`src/rtl/axi4_ar_delay_fifo.sv`:
```
`default_nettype none
// ============================================================================
// Module      : axi4_ar_delay_fifo
// Description : AXI4 read-address channel delay FIFO. Accepts AR requests,
//               adds a fixed offset to the address and holds each request
//               for a per-request latency before forwarding it. Requests
//               are always forwarded in acceptance order.
// Ports       : axi4_aclk / axi4_arstn  - clock, async active-low reset
//               s_axi4_ar*              - slave AR channel (requests in)
//               m_axi4_ar*              - master AR channel (requests out)
//               cfg_lat                 - delay in cycles, sampled on accept
//               occupancy               - number of stored entries
// Revision    : 1.0 - initial release
// ============================================================================
module axi4_ar_delay_fifo #(
    parameter int                    AXI_ID_WIDTH   = 4,
    parameter int                    AXI_USER_WIDTH = 4,
    parameter int                    ADDR_WIDTH     = 32,
    parameter int                    DEPTH          = 8,
    parameter int                    LAT_WIDTH      = 8,
    parameter logic [ADDR_WIDTH-1:0] ADDR_OFFSET    = 'h1000
) (
    input  logic                          axi4_aclk,
    input  logic                          axi4_arstn,
    // slave AR channel
    input  logic [AXI_ID_WIDTH-1:0]       s_axi4_arid,
    input  logic [ADDR_WIDTH-1:0]         s_axi4_araddr,
    input  logic [7:0]                    s_axi4_arlen,
    input  logic [2:0]                    s_axi4_arsize,
    input  logic [1:0]                    s_axi4_arburst,
    input  logic                          s_axi4_arlock,
    input  logic [2:0]                    s_axi4_arprot,
    input  logic [3:0]                    s_axi4_arcache,
    input  logic [AXI_USER_WIDTH-1:0]     s_axi4_aruser,
    input  logic                          s_axi4_arvalid,
    output logic                          s_axi4_arready,
    // master AR channel
    output logic [AXI_ID_WIDTH-1:0]       m_axi4_arid,
    output logic [ADDR_WIDTH-1:0]         m_axi4_araddr,
    output logic [7:0]                    m_axi4_arlen,
    output logic [2:0]                    m_axi4_arsize,
    output logic [1:0]                    m_axi4_arburst,
    output logic                          m_axi4_arlock,
    output logic [2:0]                    m_axi4_arprot,
    output logic [3:0]                    m_axi4_arcache,
    output logic [AXI_USER_WIDTH-1:0]     m_axi4_aruser,
    output logic                          m_axi4_arvalid,
    input  logic                          m_axi4_arready,
    // configuration / status
    input  logic [LAT_WIDTH-1:0]          cfg_lat,
    output logic [$clog2(DEPTH+1)-1:0]    occupancy
);

    localparam int c_ptr_w = $clog2(DEPTH);
    localparam int c_occ_w = $clog2(DEPTH+1);
    localparam int c_pw    = AXI_ID_WIDTH + ADDR_WIDTH + 8 + 3 + 2 + 1 + 3 + 4
                           + AXI_USER_WIDTH;

    // storage
    logic [c_pw-1:0]      r_mem [DEPTH];
    logic [LAT_WIDTH-1:0] r_cnt [DEPTH];
    logic [DEPTH-1:0]     r_vld;
    logic [c_ptr_w-1:0]   r_wr_ptr;
    logic [c_ptr_w-1:0]   r_rd_ptr;
    logic [c_occ_w-1:0]   r_occ;
    logic                 r_s_ready;
    logic                 r_m_valid;
    logic [c_pw-1:0]      r_m_payload;

    // next-state
    logic [LAT_WIDTH-1:0] w_cnt_next [DEPTH];
    logic [DEPTH-1:0]     w_vld_next;
    logic                 w_push;
    logic                 w_pop;
    logic [c_ptr_w-1:0]   w_rd_next;
    logic [c_occ_w-1:0]   w_occ_next;
    logic [LAT_WIDTH-1:0] w_lat_load;
    logic [ADDR_WIDTH-1:0] w_addr_sum;
    logic [c_pw-1:0]      w_s_payload;
    logic [c_pw-1:0]      w_head_payload;
    logic                 w_m_valid_next;

    assign w_push     = s_axi4_arvalid & r_s_ready;
    assign w_pop      = r_m_valid & m_axi4_arready;
    assign w_rd_next  = r_rd_ptr + c_ptr_w'(w_pop);
    assign w_occ_next = r_occ + c_occ_w'(w_push) - c_occ_w'(w_pop);

    // max(cfg_lat,1)-1: a latency of 0 behaves like 1
    assign w_lat_load = (cfg_lat == '0) ? '0 : cfg_lat - 1'b1;

    // carry-out of the offset add is intentionally dropped
    assign w_addr_sum = s_axi4_araddr + ADDR_OFFSET;

    assign w_s_payload = {s_axi4_arid, w_addr_sum, s_axi4_arlen, s_axi4_arsize,
                          s_axi4_arburst, s_axi4_arlock, s_axi4_arprot,
                          s_axi4_arcache, s_axi4_aruser};

    // Every stored entry counts down from acceptance, not only the head,
    // so an entry stuck behind a slow head has already served its delay.
    always_comb begin
        for (int i = 0; i < DEPTH; i++) begin
            w_cnt_next[i] = r_cnt[i];
            w_vld_next[i] = r_vld[i];
            if (r_vld[i] && (r_cnt[i] != '0)) begin
                w_cnt_next[i] = r_cnt[i] - 1'b1;
            end
            if (w_pop && (r_rd_ptr == c_ptr_w'(i))) begin
                w_vld_next[i] = 1'b0;
            end
            if (w_push && (r_wr_ptr == c_ptr_w'(i))) begin
                w_vld_next[i] = 1'b1;
                w_cnt_next[i] = w_lat_load;
            end
        end
    end

    // The master side is fully registered, so the head of the next cycle is
    // computed here; a request written into an empty (or emptying) FIFO
    // becomes the head directly from the slave payload.
    assign w_head_payload = (w_push && (r_wr_ptr == w_rd_next)) ? w_s_payload
                                                                : r_mem[w_rd_next];
    assign w_m_valid_next = (w_occ_next != '0) && w_vld_next[w_rd_next]
                            && (w_cnt_next[w_rd_next] == '0);

    always_ff @(posedge axi4_aclk) begin
        if (w_push) begin
            r_mem[r_wr_ptr] <= w_s_payload;
        end
    end

    always_ff @(posedge axi4_aclk or negedge axi4_arstn) begin
        if (!axi4_arstn) begin
            r_wr_ptr    <= '0;
            r_rd_ptr    <= '0;
            r_occ       <= '0;
            r_s_ready   <= 1'b0;
            r_m_valid   <= 1'b0;
            r_m_payload <= '0;
            r_vld       <= '0;
            for (int i = 0; i < DEPTH; i++) begin
                r_cnt[i] <= '0;
            end
        end else begin
            r_wr_ptr  <= r_wr_ptr + c_ptr_w'(w_push);
            r_rd_ptr  <= w_rd_next;
            r_occ     <= w_occ_next;
            // ready follows the registered fill level, so a pop frees a
            // slot only from the following cycle on
            r_s_ready <= (w_occ_next != c_occ_w'(DEPTH));
            r_m_valid <= w_m_valid_next;
            // payload only changes when a new head is presented, which keeps
            // it stable while a handshake is pending
            if (w_m_valid_next) begin
                r_m_payload <= w_head_payload;
            end
            r_vld     <= w_vld_next;
            for (int i = 0; i < DEPTH; i++) begin
                r_cnt[i] <= w_cnt_next[i];
            end
        end
    end

    assign {m_axi4_arid, m_axi4_araddr, m_axi4_arlen, m_axi4_arsize,
            m_axi4_arburst, m_axi4_arlock, m_axi4_arprot, m_axi4_arcache,
            m_axi4_aruser} = r_m_payload;

    assign m_axi4_arvalid = r_m_valid;
    assign s_axi4_arready = r_s_ready;
    assign occupancy      = r_occ;

endmodule
`default_nettype wire

```
`config.mk`:
```
export PLATFORM = sky130hd
export DESIGN_NAME = axi4_ar_delay_fifo
export DESIGN_NICKNAME = d
export VERILOG_FILES = /design/src/rtl/axi4_ar_delay_fifo.sv
export SDC_FILE = /design/constraint.sdc
export NUM_CORES = 1
export LEC_CHECK = 0
export ABC_AREA = 1
export CAP_MARGIN = 25
export CORE_ASPECT_RATIO = 1.2
export CORE_MARGIN = 1
export CORE_UTILIZATION = 40
export DETAILED_ROUTE_END_ITERATION = 10
export PLACE_DENSITY = 0.61
export SLEW_MARGIN = 20
export SYNTH_ARGS = -nofsm -noshare
export SYNTH_HDL_FRONTEND = slang
export SYNTH_SLANG_ARGS = --single-unit
```
`constraint.sdc`:
```
create_clock -name axi4_aclk -period 2.9 [get_ports axi4_aclk]
set_clock_uncertainty 0.1 [all_clocks]
set_input_delay 0.58 -clock axi4_aclk [delete_from_list [all_inputs] [get_ports axi4_aclk]]
set_output_delay 0.58 -clock axi4_aclk [all_outputs]
set_load 0.05 [all_outputs]
```
# --- Yosys cells after proc, flatten, opt, wreduce, memory -nomap -nowiden ---
# Memory sizes are Yosys's and may differ from the RTL's. A register that Yosys moved wholly into a read port is not among the register bits.
# Index checks and enable logic that the tools add are counted.
word_totals:
  ff_bits: 84
  mem_bits_rw: 488
  input_bits: 73
  out_inout_bits: 67
  word_cells: 129
  memories: 1
mem_list:
  columns: ["name", "depth", "word_bits", "read_ports", "rd_clocked_by_memory_dff", "write_ports", "line", "text"]
  rows:
  - ["r_mem", 8, 61, 1, 1, 1, "60", "logic [c_pw-1:0] r_mem [DEPTH];"]
op_classes:
  n_addsub: 14
  magnitude_cmp: 2
  n_eq_ne: 15
  mux: 40
  bitwise: 3
  n_reduce_logical: 40
op_table:
  columns: ["cell", "n"]
  rows:
  - ["$mux 8", 19]
  - ["$sub 8x1->8 const B", 9]
  - ["$reduce_bool 8->1", 8]
  - ["$add 32x13->32 const B", 1]
  - ["$logic_and 1x1->1", 26]
  - ["$bmux 8 s3", 1]
  - ["$eq 3x3->1 const B", 8]
  - ["$mux 1", 19]
  - ["$logic_not 8->1", 2]
  - ["$eq 3x2->1 const B", 4]
  - ["$add 3x1->3", 2]
  - ["$eq 3x1->1 const B", 2]
  - ["$logic_not 3->1", 2]
  - ["$add 4x1->4", 1]
  - ["$ge 4x4->1 const B", 1]
  - ["$lt 3x4->1 const B", 1]
  - ["$ne 4x4->1 const B", 1]
  - ["$not 3->4", 1]
  - ["$reduce_bool 4->1", 1]
  - ["$sub 4x1->4", 1]
  - ["$bmux 1 s3", 1]
  - ["$and 1x1->1", 2]
  - ["$logic_not 1->1", 1]

# --- Logic depth before layout (Yosys ltp) ---
logic_depth:
  depth_word: 9
  depth_mapped: 22
  ltp_nobuf: 21

# --- Worst setup path after synthesis ---
# Ideal clock, no wire load.
synth_path:
  path_type: "register -> register"
  start: "register r_s_ready, in the netlist s_axi4_arready"
  end: "register r_m_payload[31], read port of r_mem"
  setup_ns: 0.119
  arrival_time_ns: 3.233
  setup_slack_ns: -0.553
  path_stages_with_launch: 19
  n_path_buf: 1
  path_cell_list: "dfrtp_1 > nand2_2 > inv_2 > nand2_4 > nor2_4 > inv_2 > nand3_1 > nand3_1 > nor2_1 > nor2_1 > nor2_1 > nand2_1 > nand2_1 > nand3_2 > nand2_4 > nand2_4 > buf_6 > nand2_1 > nand2_1"
synth_via:
  elab_chain_len: 8
  word_cells_on_any_way: 36
  classes_between: "add/sub: 2; mux: 21; bitwise: 1; reduce/logical: 12"
synth_rtl:
  columns: ["item", "line", "text"]
  rows:
  - ["start, declared", "66", "logic r_s_ready;"]
  - ["start signal, assigned", "149", "r_s_ready <= (w_occ_next != c_occ_w'(DEPTH));"]
  - ["$and 1x1->1 *", "83", "assign w_push = s_axi4_arvalid & r_s_ready;"]
  - ["branches (longest 6 deep; another with $add 4x1->4)", null, null]
  - ["$logic_and 1x1->1 *", "123", "&& (w_cnt_next[w_rd_next] == '0);"]
  - ["end, declared", "68", "logic [c_pw-1:0] r_m_payload;"]
# Mark *: on every way between the ends. The select of a mux whose other input is x is not followed.

# --- Final worst setup path ---
layout_path:
  start: "register r_m_valid, in the netlist m_axi4_arvalid"
  end: "register r_m_payload[56], read port of r_mem"
layout_via:
  elab_chain_len: 8
  word_cells_on_any_way: 37
  classes_between: "add/sub: 2; mux: 21; bitwise: 2; reduce/logical: 12"
layout_rtl:
  columns: ["item", "line", "text"]
  rows:
  - ["start, declared", "67", "logic r_m_valid;"]
  - ["start signal, assigned", "150", "r_m_valid <= w_m_valid_next;"]
  - ["$and 1x1->1 *", "84", "assign w_pop = r_m_valid & m_axi4_arready;"]
  - ["$add 3x1->3 *", "85", "assign w_rd_next = r_rd_ptr + c_ptr_w'(w_pop);"]
  - ["named net w_rd_next[1]", "75", "logic [c_ptr_w-1:0] w_rd_next;"]
  - ["$not 3->4 (not written as such)", "123", null]
  - ["$bmux 8 s3", "123", null]
  - ["$mux 8 (not written as such) (2 in a row)", "123", null]
  - ["$logic_not 8->1", "123", null]
  - ["$logic_and 1x1->1", "123", null]
# The timed path passes the listed nets; every way through them passes the cells marked *. The select of a mux whose other input is x is not followed.

==> results.md <==
- Outcome: finished with violations
- Failing checks: DRC, setup timing
- Lkg Pwr: 14.2 nW
- #FFs+latches synth: 633
- Via count: 20900
- Top-count cell post-synth: nand2_1
- Cell Pwr Density: 1110 nW/µm²
- Clk buf depth: 3
- Avg Synthesized Cell Area: 10.6 µm²
- Area grow syn2layout: 25.0%
- Net count reported at finish: 3102
- Mapped Cells: 2648
- Clock slew at reported path FFs: 70 ps
- Die area: 71300 µm²
- Sw power: 0.0157 W
- Post-synth EDFFs: 488
- CTS Buf Count: 60
- Internal: 0.0232 W
- Net Sw Frac: 40.4%
- CP max stage cell: dfrtp_2
- CTS tree: built
- Mapped Area: 28100 µm²
- Pins Over Slew Limit: 0
- Initial antenna violation count: 2
- Critical Path AT: 3640 ps
- Part of the power in the clock network: 19.8%
- # rows: 106
- Tcrit/Tclk final: 111%
- Yosys top cell by area: edfxtp_1
- Grt ovf: 0
- Dpl hpwl: 49.3 mm
- Number of port buffers: 139
- VDD IR max: 0.670 mV
- Vias in the first global route: 20900
- Critical path peak fanout: 7
- Filler cells: 6121
- Synth async-reset ratio: 22.9%
- Worst setup margin: -309 ps
- Share of cells above drive strength 1: 16.5%
- DRT Wirelength: 79.0 mm
- Drt drc: 1
- Seq/Total Area, Yosys: 65.1%
- Final hold viol count: 0
- Latest clock arrival within the worst-skew pair: 650 ps
- # setup viols final: 63
- Relative slew slack: 31.5%
- Antenna Nets Post-Route: 0
- Antenna diodes: 0
- DIE HEIGHT: 292 µm
- First-pass GRT wire length: 122 mm
- Max-cap violations: 0
- Slowest stage delay, CP: 470 ps
- Routed len/inst: 19.9 µm
- Routability Congestion: 0.860
- Synth Flop Type: edfxtp_1
- Die width: 244 µm
- RSZ-0062 raised after global routing: yes
- Initial core utilization: 40.4%
- Detailed-router iteration count before antenna repair: 9
- CP cell instances: nand2_4 > inv_4 > buf_4 > ha_4 > ha_1 > buf_4 > nor2_4 > buf_6 > nand3_1 > nor2_1 > nor2_1 > nand2_1 > nand2_1 > nor2_1 > nand2_1 > nand2_4 > buf_6 > nand2_8 > buf_12 > clkbuf_16 > nand2_1 > nand2_1
- Req. time, crit path: 3330 ps
- Setup Crit Path Kind: reg -> reg
- Mapped Nets: 2749
- Worst setup EP type: flip-flop
- Number of DRC markers in iteration 0: 1584
- Comb power frac: 46.7%
- Fmax: 0.312 GHz
- Core ar.: 69600 µm²
- Synth warn: 0
- CP Launch Type: flip-flop
- H-tree depth: 2
- Min Tclk post-route: 3210 ps
- Number of distinct library cells after synthesis: 44
- Flop2flop setup slack: -310 ps
- Total GRT Usage: 22.1%
- Clock Tree Root: clkbuf_16
- Flop pwr share: 33.5%
- Area post-placement: 32500 µm²
- I/O pins: 140
- Top post-synthesis cells by area: edfxtp_1 (52%), dfrtp_1 (13%), nand2_1 (9.0%)
- Worst-Margin Slew: 1030 ps
- Fin area: 35100 µm²
- Hold WC Path Type: reg -> reg
- Vias per inst: 5.25
- Clk sinks: 633
- Synth top cells by count: nand2_1 (675), edfxtp_1 (488), nor2_1 (324)
- Cell mode on critical path: nand2_1
- TNS Setup: -15310 ps
- Share of the synthesized area in the top cell type: 52.1%
- Largest net degree at the start of global routing: 59
[worst max-delay path: cells and delay by family, from the launching register on]
kind / cells / cell delay, ps
buffers and inverters: 7 / 960
DFF: 1 / 470
adders and majority gates: 2 / 430
and+or+nand+nor: 13 / 1120
[layout make-up]
type                    instances  area, µm²  share of cell area [%]
clock buffers                  78       1620                    4.61
inverters                     163        637                    1.81
well taps                     918       1150                    3.27
flip-flops and latches        633      18300                    52.0
repair buffers                417       4270                    12.1
clock inverters                36        308                   0.876
multi-input cells            1726       8880                    25.3
[metal layers]
layer	GRT usage, %	part of all wire [%]	wire (µm)
met2	38.9	50	39800
met4	6.36	2.9	2260
met1	28.4	42	33000
met5	0	0.016	13
met3	2.67	4.9	3870
[flip-flops by register name (all words and copies together) (netlist names)]
signal / count
m_axi4_arvalid: 1
occupancy: 4
r_cnt: 64
r_m_payload: 61
r_mem: 488
r_rd_ptr: 3
r_vld: 8
r_wr_ptr: 3
s_axi4_arready: 1
[through the flow]
step,power [W],util [%],hold WS [ps],instances,setup WS [ps]
2_1_floorplan,0.0229,-,184,2648,-323
3_3_place_gp,0.0294,46.7,362,3824,-986
3_5_place_dp,0.0296,46.7,362,3824,-1100
4_1_cts,0.0389,50.3,378,3966,-249
5_1_grt,0.0413,50.5,398,3971,-434
6_report,0.0390,50.5,375,3971,-309
[power by group through the flow]
stage                     logic, W  registers, W  clock network [W]
after floorplan            0.00860        0.0143                  0
after global placement      0.0162        0.0131                  0
after detailed placement    0.0164        0.0132                  0
after CTS                   0.0180        0.0130            0.00783
after global routing        0.0199        0.0132            0.00815
final                       0.0182        0.0130            0.00771
[worst paths after layout]
check | startpoint | to | depth (start not counted)
worst max-delay path | m_axi4_arvalid$_DFF_PN0_ | r_m_payload[56]$_DFFE_PN0P_ | 22
worst min-delay path | r_m_payload[21]$_DFFE_PN0P_ | r_m_payload[21]$_DFFE_PN0P_ | 2
worst max register to register | m_axi4_arvalid$_DFF_PN0_ | r_m_payload[56]$_DFFE_PN0P_ | 22
worst min register to register | r_m_payload[21]$_DFFE_PN0P_ | r_m_payload[21]$_DFFE_PN0P_ | 2
max in group asynchronous | axi4_arstn | r_cnt[42]$_DFF_PN0_ | 3
min in group asynchronous | axi4_arstn | r_m_payload[4]$_DFFE_PN0P_ | 2
[logic make-up after synthesis]
| logic type | synth area share [%] |
|---|---|
| xor gates and xnor gates | 1.59 |
| DFF | 65.1 |
| buffers and inverters | 4.26 |
| AOI/OAI and AO/OA | 8.82 |
| and+or+nand+nor | 19.0 |
| adders and majority gates | 1.27 |
[cell usage in the layout, fill, tap and decap left out, types with 4 or more instances in the layout]
| cell | instances |
|---|---|
| nand2_1 | 663 |
| edfxtp_1 | 488 |
| nor2_1 | 321 |
| buf_4 | 211 |
| nand3_1 | 188 |
| o21ai_0 | 147 |
| dfrtp_1 | 143 |
| clkdlybuf4s50_1 | 138 |
| a221oi_1 | 122 |
| inv_1 | 111 |
| clkbuf_16 | 63 |
| a22oi_1 | 51 |
| buf_12 | 47 |
| inv_2 | 42 |
| xor2_1 | 38 |
| nand2_2 | 25 |
| ha_1 | 24 |
| nand3_2 | 18 |
| clkinv_2 | 17 |
| and2_1 | 14 |
| o21ai_1 | 13 |
| clkbuf_1 | 13 |
| clkinv_1 | 12 |
| buf_6 | 12 |
| nand4_1 | 11 |
| xnor2_1 | 11 |
| a21oi_1 | 9 |
| o21a_1 | 8 |
| nand2_4 | 6 |
| inv_4 | 6 |
| nor2_4 | 6 |
| nor2_2 | 6 |
| nor3_1 | 5 |
| nand3b_1 | 5 |
| clkbuf_8 | 5 |
| a21boi_0 | 4 |
| o31ai_1 | 4 |
| buf_16 | 4 |
[timing repair]
action	4_1_cts	5_1_grt
pin swaps	16	5
setup endpoints to repair	62	74
resized for setup	44	14
hold buffers	1	0
cloned	5	3
setup buffers	23	4
hold endpoints to repair	54	0
No activity file was read; power rests on OpenSTA's default activity.
